### config.mk
export PLATFORM = sky130hd
export DESIGN_NAME = rr_arb2_flat
export DESIGN_NICKNAME = d
export VERILOG_FILES = /design/src/rtl/rr_arb2_pkg.sv /design/src/rtl/rr_arb2_if.sv /design/src/rtl/rr_arb2_data_mux.sv /design/src/rtl/rr_arb2.sv /design/src/flat_wrapper.sv
export SDC_FILE = /design/constraint.sdc
export NUM_CORES = 1
export LEC_CHECK = 0
export ABC_CLOCK_PERIOD_IN_PS = 5400
export CORE_UTILIZATION = 45
export CTS_CLUSTER_SIZE = 16
export DETAILED_ROUTE_END_ITERATION = 12
export GPL_TIMING_DRIVEN = 0
export PLACE_DENSITY = 0.84
export REMOVE_ABC_BUFFERS = 1
export SLEW_MARGIN = 20
export SYNTH_ARGS = -nofsm -noshare
export SYNTH_HDL_FRONTEND = slang
export SYNTH_SLANG_ARGS = --single-unit
### constraint.sdc
create_clock -name clk -period 5.4 [get_ports clk]
set_input_delay 0.81 -clock clk [delete_from_list [all_inputs] [get_ports clk]]
set_output_delay 0.81 -clock clk [all_outputs]
set_load 0.03 [all_outputs]
### src/rtl/rr_arb2_pkg.sv
// Shared definitions for the two-requester round-robin arbiter:
// FSM state encodings, default parameter values and a sizing helper.
package rr_arb2_pkg;

  localparam int DEF_WIDTH    = 8;
  localparam int DEF_MAX_HOLD = 4;

  typedef enum logic [1:0] {
    IDLE    = 2'd0,
    GRANT_A = 2'd1,
    GRANT_B = 2'd2
  } state_t;

  // Which requester received the most recent grant; used to break ties.
  typedef enum logic {
    OWNER_A = 1'b0,
    OWNER_B = 1'b1
  } owner_t;

  // Hold counter needs to represent 0..max_hold inclusive.
  function automatic int hold_width(input int max_hold);
    return $clog2(max_hold + 1);
  endfunction

endpackage

### src/rtl/rr_arb2_if.sv
// Requester/arbiter bundle: two request+data inputs and the shared output.
interface rr_arb2_if
  import rr_arb2_pkg::*;
#(
  parameter int WIDTH = DEF_WIDTH
);
  logic             req_a;
  logic             req_b;
  logic [WIDTH-1:0] a;
  logic [WIDTH-1:0] b;
  logic             gnt_a;
  logic             gnt_b;
  logic             sel;
  logic [WIDTH-1:0] y;
  logic             y_valid;

  // Requester side drives requests and data, observes grants and output.
  modport master (
    output req_a, req_b, a, b,
    input  gnt_a, gnt_b, sel, y, y_valid
  );

  // Arbiter side.
  modport slave (
    input  req_a, req_b, a, b,
    output gnt_a, gnt_b, sel, y, y_valid
  );
endinterface

### src/rtl/rr_arb2_data_mux.sv
// WIDTH-bit 2:1 data select; sel=0 passes a, sel=1 passes b.
module data_mux #(
  parameter int WIDTH = 8
) (
  input  logic             sel,
  input  logic [WIDTH-1:0] a,
  input  logic [WIDTH-1:0] b,
  output logic [WIDTH-1:0] y
);
  // Per-bit select, purely combinational.
  for (genvar gi = 0; gi < WIDTH; gi++) begin : g_bit
    assign y[gi] = sel ? b[gi] : a[gi];
  end
endmodule

### src/rtl/rr_arb2.sv
// Two-requester round-robin arbiter with a bounded hold time. A grant is
// kept while its owner requests, but is handed over after MAX_HOLD cycles
// if the other side is waiting. Grants appear one cycle after sampling.
module rr_arb2
  import rr_arb2_pkg::*;
#(
  parameter int WIDTH    = DEF_WIDTH,
  parameter int MAX_HOLD = DEF_MAX_HOLD  // 1..255
) (
  input logic       clk,
  input logic       rst,
  rr_arb2_if.slave  bus
);
  localparam int            CW        = hold_width(MAX_HOLD);
  localparam logic [CW-1:0] HOLD_LAST = CW'(MAX_HOLD - 1);
  localparam logic [CW-1:0] HOLD_MAX  = CW'(MAX_HOLD);

  state_t        state_reg, state_next;
  owner_t        last_reg, last_next;
  logic [CW-1:0] hold_reg, hold_next;
  logic          sel_reg, sel_next;
  logic          other_req;

  // State, hold counter, tie-break owner and mux select registers.
  always_ff @(posedge clk or posedge rst) begin
    if (rst) begin
      state_reg <= IDLE;
      last_reg  <= OWNER_B;  // A wins the first tie after reset
      hold_reg  <= '0;
      sel_reg   <= 1'b0;
    end else begin
      state_reg <= state_next;
      last_reg  <= last_next;
      hold_reg  <= hold_next;
      sel_reg   <= sel_next;
    end
  end

  // Next-state, hold counter and bookkeeping for the arbitration FSM.
  always_comb begin
    state_next = state_reg;
    other_req  = 1'b0;
    case (state_reg)
      IDLE: begin
        if (bus.req_a && bus.req_b)
          state_next = (last_reg == OWNER_A) ? GRANT_B : GRANT_A;
        else if (bus.req_a)
          state_next = GRANT_A;
        else if (bus.req_b)
          state_next = GRANT_B;
      end
      GRANT_A: begin
        other_req = bus.req_b;
        if (!bus.req_a)
          state_next = bus.req_b ? GRANT_B : IDLE;
        else if (bus.req_b && hold_reg == HOLD_LAST)
          state_next = GRANT_B;  // preempt a long holder
      end
      GRANT_B: begin
        other_req = bus.req_a;
        if (!bus.req_b)
          state_next = bus.req_a ? GRANT_A : IDLE;
        else if (bus.req_a && hold_reg == HOLD_LAST)
          state_next = GRANT_A;
      end
      default: state_next = IDLE;
    endcase

    // Counter only measures how long the other side has been kept waiting.
    if (state_next != state_reg || !other_req)
      hold_next = '0;
    else if (hold_reg != HOLD_MAX)
      hold_next = hold_reg + CW'(1);
    else
      hold_next = hold_reg;

    last_next = last_reg;
    sel_next  = sel_reg;
    if (state_next == GRANT_A) begin
      sel_next = 1'b0;
      if (state_reg != GRANT_A) last_next = OWNER_A;
    end else if (state_next == GRANT_B) begin
      sel_next = 1'b1;
      if (state_reg != GRANT_B) last_next = OWNER_B;
    end
  end

  assign bus.gnt_a   = (state_reg == GRANT_A);
  assign bus.gnt_b   = (state_reg == GRANT_B);
  assign bus.sel     = sel_reg;
  assign bus.y_valid = (bus.gnt_a & bus.req_a) | (bus.gnt_b & bus.req_b);

  data_mux #(.WIDTH(WIDTH)) u_mux (
    .sel (sel_reg),
    .a   (bus.a),
    .b   (bus.b),
    .y   (bus.y)
  );
endmodule

### src/flat_wrapper.sv
// flat-port wrapper written by rule: the top's interface ports become plain ports
module rr_arb2_flat import rr_arb2_pkg::*;
#(
  parameter int WIDTH    = DEF_WIDTH,
  parameter int MAX_HOLD = DEF_MAX_HOLD           
)
  (clk, rst, bus_req_a, bus_req_b, bus_a, bus_b, bus_gnt_a, bus_gnt_b, bus_sel, bus_y, bus_y_valid);
  rr_arb2_if #(.WIDTH(WIDTH)) bus_i ();
  input logic clk;
  input logic rst;
  input wire logic [$bits(bus_i.req_a)-1:0] bus_req_a;
  input wire logic [$bits(bus_i.req_b)-1:0] bus_req_b;
  input wire logic [$bits(bus_i.a)-1:0] bus_a;
  input wire logic [$bits(bus_i.b)-1:0] bus_b;
  output wire logic [$bits(bus_i.gnt_a)-1:0] bus_gnt_a;
  output wire logic [$bits(bus_i.gnt_b)-1:0] bus_gnt_b;
  output wire logic [$bits(bus_i.sel)-1:0] bus_sel;
  output wire logic [$bits(bus_i.y)-1:0] bus_y;
  output wire logic [$bits(bus_i.y_valid)-1:0] bus_y_valid;
  assign bus_i.req_a = bus_req_a;
  assign bus_i.req_b = bus_req_b;
  assign bus_i.a = bus_a;
  assign bus_i.b = bus_b;
  assign bus_gnt_a = bus_i.gnt_a;
  assign bus_gnt_b = bus_i.gnt_b;
  assign bus_sel = bus_i.sel;
  assign bus_y = bus_i.y;
  assign bus_y_valid = bus_i.y_valid;
  rr_arb2 #(.WIDTH(WIDTH), .MAX_HOLD(MAX_HOLD)) u_core (.clk(clk), .rst(rst), .bus(bus_i));
endmodule
==> flow_summary.ini <==
[final_layout]
diodes = 0
drive_gt1_share_pct = 10.7
fin_cells = 137
syn_to_final_growth_pct = 45.0
finalNetCount = 150
fillers = 129
largest_reg_flops = 3

[global_route]
grt-ovfl-total = 0
grt_pass1_vias = 741
grt.total_usage_pct = 24.2
grt_max_degree = 14
grt_pass1_wl_um = 3330
antenna_found_initial = 0

[clock_network]
ctsResizeCount = 0
clock_sinks = 7
hold_buffers = 0
h-tree-depth = 1
postCtsSetupRepairBufs = 0
clock_path_buffers = 2
clk_latency_ps = 250
clk_pin_slew_worst_paths_ps = 50
cts_buffers = 3
tritoncts = yes
clock-root-buffer = clkbuf_4

[worst_setup_path]
cp_slowest_cell = clkdlybuf4s50_1
required_ps = 4590
path_depth = 4
critPathBufInv = 2
startpoint = bus_req_b
arrival_ps = 2430
end_kind = primary output
reg2regPathDepth = 10
cp_max_fo = 13
max_stage_delay_ps = 740
worst_r2r_endpoint = u_core.last_reg
path_cells = clkdlybuf4s50_1 -> nand2_1 -> nand2_1 -> clkdlybuf4s50_1
path_class = primary input to primary output
endpoint = bus_y_valid
regToRegSetupSlack_ps = 3210
timing.rr.start = u_core.state_reg[0]
crit_family = buffers and inverters
crit_path_start_kind = primary input

[synth]
netlist_instances = 90
synthTopCellsByArea = dfrtp_1 (20%), mux2_2 (14%), ha_1 (13%), nand2_1 (4.5%), inv_1 (4.0%)
ys_ff_latch = 7
yosys.area.top_type_share_pct = 20.0
avgSynthCellArea_um2 = 8.34
syn_area_um2 = 751
synth_ff_type = dfrtp_1
ys_types = 31
yosysWarningCount = 0
yosysSeqAreaShare_pct = 23.5
synth_edf_count = 0
async_reset_ff_share_pct = 100
synth_top_cell_by_area = dfrtp_1
synthTopCellsByCount = mux2_2 (9), nand2_1 (9), ha_1 (8), inv_1 (8)

[power_and_ir_drop]
p_clk_share_pct = 9.4
p_switching_mw = 0.235
p_int_mw = 0.256
swShare_pct = 47.8
leakage_nw = 0.464
power_density_nw_per_um2 = 451
combPwrFrac_pct = 69.9
p_seq_share_pct = 20.7
vdd_drop_max_uv = 305

[timing]
timing.hold.ws_ps = 530
clock.fmax_mhz = 308
finalSetupTns_ps = 0
rsz0062_at_grt = no
slew_headroom_pct = 66.7
period_needed_ps = 3240
slew_viol_final = 0
worst_pin_slew_ps = 500
setup_viol = 0
fin_crit_sh_pct = 60.1
finalClockSkew_ps = 2.40
hold_violations = 0

[drt]
dr.pass1.iters = 4
drc = 0
vias = 785
wire_per_inst_um = 14.6
postRouteAntennaNets = 0
routed_via_density = 5.73
postRouteWirelength_um = 2000
drt_iter0_drc = 20

[floorplanning]
start_util_pct = 49.3
die-area_um2 = 1840
coreArea_um2 = 1520
ioPinCount = 32
dieHeight_um = 42.8
rows = 14
die_x_um = 42.8

[placement]
io_buffers = 31
place_congestion = 0.851
detailed_place_hpwl_um = 1620
dp.cells = 133

[outcome]
status = complete, no violations

[flow_run]
maxCapViolations = 0

[min_path]
hold_path.class = flip-flop to flip-flop
min_from = u_core.last_reg
[power by group through the flow]
stage / Sequential, mW / Combinational [mW] / Clock, mW
after floorplan: 0.0974 / 0.236 / 0
after global placement: 0.0996 / 0.330 / 0
after detailed placement: 0.101 / 0.341 / 0
after CTS: 0.100 / 0.342 / 0.0489
after global routing: 0.104 / 0.374 / 0.0540
final: 0.102 / 0.343 / 0.0462
[metal layers]
layer	up-vias	GRT usage (%)	share of wire, %
met2	24	38.5	53
met3	2	5.11	4.8
met4	0	8.13	1.3
li1	392	-	-
met1	367	32.3	41
met5	-	0	0
[layout by cell type, fill, tap and decap left out, types with 2 or more instances in the layout]
cell,Yosys,layout
dfrtp_1,6,6
a21oi_1,5,5
o21ai_0,4,4
nand2b_1,3,3
o2111ai_1,3,3
ha_1,8,8
a32oi_1,2,2
o211ai_1,2,2
inv_1,8,8
nor2_1,6,6
nand2_1,9,9
nand3_1,2,2
clkdlybuf4s50_1,0,31
nor3_1,3,3
nor2b_1,2,2
clkbuf_4,0,3
mux2_2,9,9
[kinds of logic after synthesis]
logic type / Yosys count / synth area share, %
AOI/OAI and AO/OA: 24 / 23.0
xor gates and xnor gates: 1 / 1.17
adders and majority gates: 8 / 13.3
buffers and inverters: 12 / 6.50
DFF: 7 / 23.5
muxes: 10 / 14.8
and+or+nand+nor: 28 / 17.7
[layout make-up]
cell class | instances | area, um2 | area share (%)
multi-input cells | 71 | 526 | 48.3
repair buffers | 31 | 310 | 28.5
flip-flops and latches | 7 | 176 | 16.2
inverters | 8 | 30.0 | 2.76
clock buffers | 4 | 26.3 | 2.41
well taps | 16 | 20.0 | 1.84
[worst min-delay path by stage]
stage,end,slack (ps),cells after the start
floorplan,u_core.last_reg,490,2
global placement,u_core.last_reg,510,2
detailed placement,u_core.last_reg,510,2
CTS,u_core.last_reg,530,2
global route,u_core.last_reg,560,2
finish,u_core.last_reg,530,2
[per-stage QoR]
| step | utilization [%] | instance area [um2] | setup slack (ps) | power (mW) |
|---|---|---|---|---|
| floorplan | - | 732 | 3220 | 0.333 |
| global placement | 69.7 | 1060 | 2210 | 0.430 |
| detailed placement | 69.7 | 1060 | 2180 | 0.442 |
| CTS | 71.4 | 1090 | 2170 | 0.491 |
| global route | 71.4 | 1090 | 2070 | 0.532 |
| finish | 71.4 | 1090 | 2160 | 0.491 |
[worst min-delay path, cell delays in order, from the launching register on]
cell and delay [ps]:
dfstp_2 390, o21ai_0 70, a21oi_1 70
(Power assumes the default switching activity.)
